### src/rtl/alu_arbiter.sv
// Round-robin arbiter that shares one combinational ALU between two requesters.
// Optional ALU_ARB_ILLEGAL_OP_EN: adds per-requester err outputs and forces illegal codes to AND.
module alu_arbiter #(
  parameter int WIDTH  = 32,
  parameter int CTRL_W = 4
) (
  input  logic              i_clk,
  input  logic              i_rst,

  input  logic              i_req0_valid,
  output logic              o_req0_ready,
  input  logic [WIDTH-1:0]  i_req0_op1,
  input  logic [WIDTH-1:0]  i_req0_op2,
  input  logic [CTRL_W-1:0] i_req0_ctrl,
  output logic              o_rsp0_valid,
  input  logic              i_rsp0_ready,
  output logic [WIDTH-1:0]  o_rsp0_result,
  output logic              o_rsp0_zf,

  input  logic              i_req1_valid,
  output logic              o_req1_ready,
  input  logic [WIDTH-1:0]  i_req1_op1,
  input  logic [WIDTH-1:0]  i_req1_op2,
  input  logic [CTRL_W-1:0] i_req1_ctrl,
  output logic              o_rsp1_valid,
  input  logic              i_rsp1_ready,
  output logic [WIDTH-1:0]  o_rsp1_result,
  output logic              o_rsp1_zf,

`ifdef ALU_ARB_ILLEGAL_OP_EN
  output logic              o_rsp0_err,
  output logic              o_rsp1_err,
`endif

  output logic [WIDTH-1:0]  o_alu_op1,
  output logic [WIDTH-1:0]  o_alu_op2,
  output logic [CTRL_W-1:0] o_alu_control,
  input  logic [WIDTH-1:0]  i_alu_result,
  input  logic              i_alu_zf
);

  typedef enum logic [1:0] {
    IDLE = 2'd0,
    EXEC = 2'd1,
    RESP = 2'd2
  } state_t;

  state_t             state;
  state_t             state_nxt;
  logic               ptr;
  logic               owner;
  logic               grant0;
  logic               grant1;
  logic               grant;
  logic               rsp_hs;
  logic [WIDTH-1:0]   sel_op1;
  logic [WIDTH-1:0]   sel_op2;
  logic [CTRL_W-1:0]  sel_ctrl;
  logic [CTRL_W-1:0]  drive_ctrl;
  logic [WIDTH-1:0]   cap_result;
  logic               cap_zf;

  // A lone requester wins regardless of ptr; with both valid, ptr decides.
  always_comb begin
    grant0 = (state == IDLE) && i_req0_valid && (!ptr || !i_req1_valid);
    grant1 = (state == IDLE) && i_req1_valid && ( ptr || !i_req0_valid);
    grant  = grant0 || grant1;
  end

  assign o_req0_ready = grant0;
  assign o_req1_ready = grant1;

  always_comb begin
    sel_op1  = grant1 ? i_req1_op1  : i_req0_op1;
    sel_op2  = grant1 ? i_req1_op2  : i_req0_op2;
    sel_ctrl = grant1 ? i_req1_ctrl : i_req0_ctrl;
  end

  assign rsp_hs = owner ? i_rsp1_ready : i_rsp0_ready;

`ifdef ALU_ARB_ILLEGAL_OP_EN
  logic illegal_sel;
  logic illegal_q;
  logic err0_q;
  logic err1_q;

  assign illegal_sel = !(sel_ctrl inside {CTRL_W'(0), CTRL_W'(1), CTRL_W'(2),
                                          CTRL_W'(6), CTRL_W'(7), CTRL_W'(12)});
  assign drive_ctrl  = illegal_sel ? '0 : sel_ctrl;
  // An illegal operation still runs through the ALU as AND, but its outcome is discarded.
  assign cap_result  = illegal_q ? '0 : i_alu_result;
  assign cap_zf      = illegal_q | i_alu_zf;
  assign o_rsp0_err  = err0_q;
  assign o_rsp1_err  = err1_q;

  always_ff @(posedge i_clk) begin
    if (i_rst) begin
      illegal_q <= 1'b0;
      err0_q    <= 1'b0;
      err1_q    <= 1'b0;
    end else begin
      if (grant) illegal_q <= illegal_sel;
      if (state == EXEC) begin
        if (owner) err1_q <= illegal_q;
        else       err0_q <= illegal_q;
      end
    end
  end
`else
  assign drive_ctrl = sel_ctrl;
  assign cap_result = i_alu_result;
  assign cap_zf     = i_alu_zf;
`endif

  // NOTE: every signal driven in always_comb gets a default first so no latch is inferred.
  always_comb begin
    state_nxt = state;
    case (state)
      IDLE:    if (grant) state_nxt = EXEC;
      EXEC:    state_nxt = RESP;
      RESP:    if (rsp_hs) state_nxt = IDLE;
      default: state_nxt = IDLE;
    endcase
  end

  // NOTE: sequential state uses non-blocking assignments so all registers update together.
  always_ff @(posedge i_clk) begin
    if (i_rst) begin
      state <= IDLE;
      ptr   <= 1'b0;
      owner <= 1'b0;
    end else begin
      state <= state_nxt;
      if (grant) begin
        owner <= grant1;
        ptr   <= grant0;
      end
    end
  end

  // Operands are loaded only on a grant and otherwise hold their last value.
  always_ff @(posedge i_clk) begin
    if (i_rst) begin
      o_alu_op1     <= '0;
      o_alu_op2     <= '0;
      o_alu_control <= '0;
    end else if (grant) begin
      o_alu_op1     <= sel_op1;
      o_alu_op2     <= sel_op2;
      o_alu_control <= drive_ctrl;
    end
  end

  // Result and zf registers keep their value after valid drops.
  always_ff @(posedge i_clk) begin
    if (i_rst) begin
      o_rsp0_valid  <= 1'b0;
      o_rsp0_result <= '0;
      o_rsp0_zf     <= 1'b0;
      o_rsp1_valid  <= 1'b0;
      o_rsp1_result <= '0;
      o_rsp1_zf     <= 1'b0;
    end else if (state == EXEC) begin
      if (owner) begin
        o_rsp1_valid  <= 1'b1;
        o_rsp1_result <= cap_result;
        o_rsp1_zf     <= cap_zf;
      end else begin
        o_rsp0_valid  <= 1'b1;
        o_rsp0_result <= cap_result;
        o_rsp0_zf     <= cap_zf;
      end
    end else if (state == RESP && rsp_hs) begin
      o_rsp0_valid <= 1'b0;
      o_rsp1_valid <= 1'b0;
    end
  end

endmodule
### config.mk
export PLATFORM = sky130hd
export DESIGN_NAME = alu_arbiter
export DESIGN_NICKNAME = d
export VERILOG_FILES = /design/src/rtl/alu_arbiter.sv
export SDC_FILE = /design/constraint.sdc
export NUM_CORES = 1
export LEC_CHECK = 0
export CORE_ASPECT_RATIO = 1.2
export CORE_MARGIN = 5
export CORE_UTILIZATION = 39
export CTS_CLUSTER_DIAMETER = 150
export DETAILED_ROUTE_END_ITERATION = 16
export PLACE_DENSITY = 0.8
export RECOVER_POWER = 25
export SYNTH_ARGS = -nofsm -noshare
export SYNTH_HDL_FRONTEND = slang
export SYNTH_SLANG_ARGS = --single-unit
### constraint.sdc
create_clock -name i_clk -period 1.9 [get_ports i_clk]
set_clock_uncertainty 0.05 [all_clocks]
set_input_delay 0.285 -clock i_clk [delete_from_list [all_inputs] [get_ports i_clk]]
set_output_delay 0.285 -clock i_clk [all_outputs]
set_load 0.05 [all_outputs]
; Word-level counts from Yosys, hierarchy flattened
; Index checks and enable logic that the tools add are counted.
[word_totals]
reg_bits = 140
inputBits = 175
out_inout_bits = 138
[op_classes]
eq_ne = 6
n_mux = 12
n_bitwise = 1
reduce_logical = 18
[ops]
columns = cell, n
row1 = $mux 32, 2
row2 = $reduce_and 2->1, 5
row3 = $ne 2x2->1 const B, 4
row4 = $mux 1, 6
row5 = $pmux 2 s3, 1
row6 = $logic_and 1x1->1, 5
row7 = $mux 2, 2
row8 = $mux 4, 1
row9 = $logic_not 1->1, 3
row10 = $logic_or 1x1->1, 3
row11 = $eq 2x1->1 const B, 1
row12 = $eq 2x2->1 const B, 1
row13 = $logic_not 2->1, 1
row14 = $reduce_bool 2->1, 1
row15 = $not 1->1, 1

; Depth between registers and ports, before layout
[depth]
ltp_word = 6
ltp_mapped = 7
depth_no_buf = 3

; Worst setup path after synthesis
; OpenSTA, ideal clock, no wires.
[synth_path]
path_type = register to output
start = register state[1]
end = output o_req0_ready
t_arrival_ns = 1.716
required_ns = 1.565
slack_ns = -0.151
stages_incl_launch_ff = 4
path_buffers = 1
cell_sequence = dfxtp_1 > buf_2 > or3b_2 > a21oi_1
[synth_between]
elab_chain_len = 3
[synth_rtl]
columns = element, line
row1 = "start, declared", 48  ; state_t state;
row2 = "start signal, assigned", 133  ; state <= state_nxt;
row3 = $logic_not 2->1, 65  ; grant0 = (state == IDLE) && i_req0_valid && (!ptr || !i_req1_valid);
row4 = $logic_and 1x1->1 (2 in a row), 65
row5 = "end, declared", 11  ; output logic o_req0_ready,
; Every way passes these cells.

; Worst setup path in the final report
[layout_path]
start = register state[0]
end = output o_req1_ready
[layout_between]
elab_chain_len = 3
[layout_rtl]
columns = element, line
row1 = $logic_not 2->1, 66  ; grant1 = (state == IDLE) && i_req1_valid && ( ptr || !i_req0_valid);
row2 = $logic_and 1x1->1 (2 in a row), 66
row3 = "end, declared", 21  ; output logic o_req1_ready,
; Every way passes these cells.

==> run_results.csv <==
group,metric,value,unit
drt,num_vias,6567,
setup_path,crit_path_cell_trace,"or3b_4, buf_6, nor2_4, buf_12",
logic_synthesis,synth.largest_area_cell,"dfxtp_1",
layout,diodes,0,
floorplan,io_pins,313,
setup_path,r2r-start,"state[0]",
setup_path,cp_top_family,"simple AND/OR/NAND/NOR gates",
run_status,status,"complete, no violations",
logic_synthesis,ys_warn_count,0,
sta,fmax,529.4,MHz
drt,dr.max_layer_used,"met4",
logic_synthesis,ys.flop_type,"dfxtp_1",
clock_tree,clk_transition_reported_paths,0.06,ns
setup_path,endpoint_kind,"output pin",
setup_path,crit_buf_inv,2,
sta,worst_pin_slew,0.7625,ns
sta,timing.final.ws_setup,0.01094,ns
logic_synthesis,syn_nets,900,
setup_path,cpMaxStageDelayCell,"or3b_4",
clock_tree,h-tree-depth,4,
clock_tree,cts_max_path_buffers,2,
pwr,peakVddDrop,499.6,µV
placement,place_ws,-0.2479,ns
logic_synthesis,synth_cell_types,29,
setup_path,endpoint,"o_req1_ready",
sta,grt_setup_unrepaired,"true",
layout,syn_to_final_growth,64.52,%
drt,wl_met2,10.74,mm
setup_path,required,1.56,ns
drt,drtIter0Drc,458,
setup_path,criticalPathCategory,"register to output pin",
layout,seqCellArea,2804,µm²
global_route,antenna_found_initial,0,
setup_path,rrSetupSlack,0.12,ns
setup_path,critPathArrivalTime,1.55,ns
logic_synthesis,synth.avg_cell_area,8.054,µm²
layout,n_fill_cell,1356,
layout,drive_gt1_frac,0.08325,
sta,setup_violations,0,
layout,nets,1183,
worst_hold_path,min_path_type,"input pin to register",
placement,gp_congestion,0.8123,
sta,drv_slew,0,
flow_run,maxCapViolCount,0,
global_route,grt_max_degree,51,
setup_path,slowest_delay,0.41,ns
drt,drc_errors,0,
layout,multi_input_area,2683,µm²
clock_tree,cts.sink_count,140,
floorplan,fp.dieW,121.7,µm
floorplan,start_util,0.3936,
drt,antenna_left,0,
logic_synthesis,netlist.area_leader.share,0.4800,
sta,period_share,0.9942,
clock_tree,insertion_delay,0.42,ns
global_route,grt_pass1_wl,32.86,mm
sta,hold_violations,0,
setup_path,worstRegToRegCells,6,
drt,wl_per_cell,17.76,µm
layout,final_util,0.6475,
logic_synthesis,syn_area,5839,µm²
logic_synthesis,ys_seq_area_frac,0.4800,
drt,vias_per_cell,5.361,
placement,dp_hpwl,15.29,mm
global_route,grt_pass1_vias,6414,
clock_tree,tritoncts,"yes",
logic_synthesis,synth_edf_count,0,
setup_path,startpoint_type,"register",
global_route,grt.total_usage,0.2369,
logic_synthesis,async_flop_share,0,
floorplan,rows,49,
setup_path,crit_cells,4,
clock_tree,cts_made_buffers,17,
placement,io_buffers,312,
sta,relSlewSlack,0.4917,
drt,wl,21.75,mm
drt,wl_met3,2.084,mm
logic_synthesis,ys_top_cells_by_area,"dfxtp_1 48%, a21oi_1 12%, a311oi_1 10%",
placement,placed_cell_area,9244,µm²
pwr,total_power,9.501,mW
drt,drt-met1-wl,8.254,mm
floorplan,die_area,17530,µm²
drt,dr.pass1.iters,5,
layout,design_area,9607,µm²
pwr,p_per_area,989.0,nW/µm²
logic_synthesis,synth_cells,725,
floorplan,die_y,144.0,µm
global_route,grt.overflow.total,0,
pwr,leakagePower,3.765,nW
clock_tree,clock-root-buffer,"clkbuf_16",
setup_path,r2r-end,"o_rsp1_result[1]",
sta,finalCriticalPeriod,1.889,ns
floorplan,core,14840,µm²
logic_synthesis,synth_seq_cells,140,
setup_path,cp_max_fo,4,
setup_path,cp-startpoint,"state[0]",
how the worst min path moves through the flow:
stage | startpoint | end | slack, ns | cells past startpoint
floorplan | i_alu_result[10] | o_rsp0_result[10] | 0.37 | 2
finish | i_rst | ptr | 0.13 | 2
detailed placement | o_rsp1_result[12] | o_rsp1_result[12] | 0.40 | 2
global placement | o_rsp0_result[9] | o_rsp0_result[9] | 0.39 | 2
global route | i_rst | state[0] | 0.15 | 2
CTS | i_rst | ptr | 0.13 | 2
cells in the mapped netlist, types with 2 or more instances:
| cell type | number |
|---|---|
| a311oi_1 | 67 |
| nand2_1 | 133 |
| o21ai_1 | 4 |
| nand3b_1 | 2 |
| a21oi_1 | 139 |
| or3b_2 | 2 |
| nand2b_1 | 3 |
| o21ai_0 | 66 |
| buf_2 | 20 |
| clkbuf_1 | 60 |
| buf_6 | 4 |
| dfxtp_1 | 140 |
| nor2_1 | 2 |
| nand3_1 | 68 |
flip-flops by register name, indices dropped and copies added, names as in the netlist:
register and flops:
o_rsp0_valid 1, o_alu_control 4, o_alu_op1 32, o_rsp1_result 32
o_rsp1_zf 1, o_alu_op2 32, ptr 1, o_rsp0_zf 1
o_rsp1_valid 1, o_rsp0_result 32, owner 1, state 2
worst reg2reg max path: stages (launching register included):
cell      delay [ns]
dfxtp_1         0.40
clkbuf_1        0.18
clkbuf_1        0.17
nand3b_1        0.09
clkbuf_2        0.47
nand2_1         0.22
a21oi_1         0.08
area by class of cell:
type / instances / area share
multi-input combinational: 499 / 0.2792
sequential: 140 / 0.2919
clock buffer: 18 / 0.04572
clock inverter: 14 / 0.01771
tap: 204 / 0.02657
timing repair buffer: 350 / 0.3389
per-stage QoR:
step | std cells | hold slack (ns) | setup TNS, ns
finish | 1225 | 0.1319 | 0
global route | 1225 | 0.1499 | -0.1190
CTS | 1222 | 0.1254 | -0.07098
detailed placement | 1190 | 0.3956 | -12.86
global placement | 1190 | 0.3907 | -11.58
floorplan | 725 | 0.3710 | 0
metal layers:
metal	vias up	global-route usage
met2	320	0.4096
met3	41	0.08255
li1	3175	-
met1	3031	0.2618
met4	0	0.1086
met5	-	0
placed cells by master (no fill, tap or decap), types with 3 or more instances in the layout:
cell type        count
o21ai_0             66
buf_12              15
inv_6                6
a311oi_1            67
clkbuf_16           17
buf_4               22
dlygate4sd2_1      106
dfxtp_1            139
clkbuf_1            33
a21oi_1            138
inv_8                3
nand2_1            133
o21ai_1              4
clkdlybuf4s50_1    172
nand3_1             68
repair_timing:
| action | CTS | global route |
|---|---|---|
| hold buffers | 0 | 0 |
| endpoints found under the setup margin | 107 | 11 |
| pin swaps | 0 | 2 |
| setup buffers | 0 | 3 |
| gates resized for setup | 110 | 12 |
power by group:
group          switching [mW]  leakage [nW]  internal [mW]
Combinational            1.78          2.32          0.959
Sequential              0.133          1.15           3.20
Clock                    1.41         0.295           2.02
Total                    3.32          3.76           6.18
cell families after synthesis:
kind of cell / Yosys count / share of synthesized area
AO/OA/AOI/OAI: 278 / 0.2835
AND/OR/NAND/NOR: 220 / 0.1693
flip-flops: 140 / 0.4800
buffers and inverters: 86 / 0.06557
multiplexers: 1 / 0.001714
(Power assumes the default switching activity.)
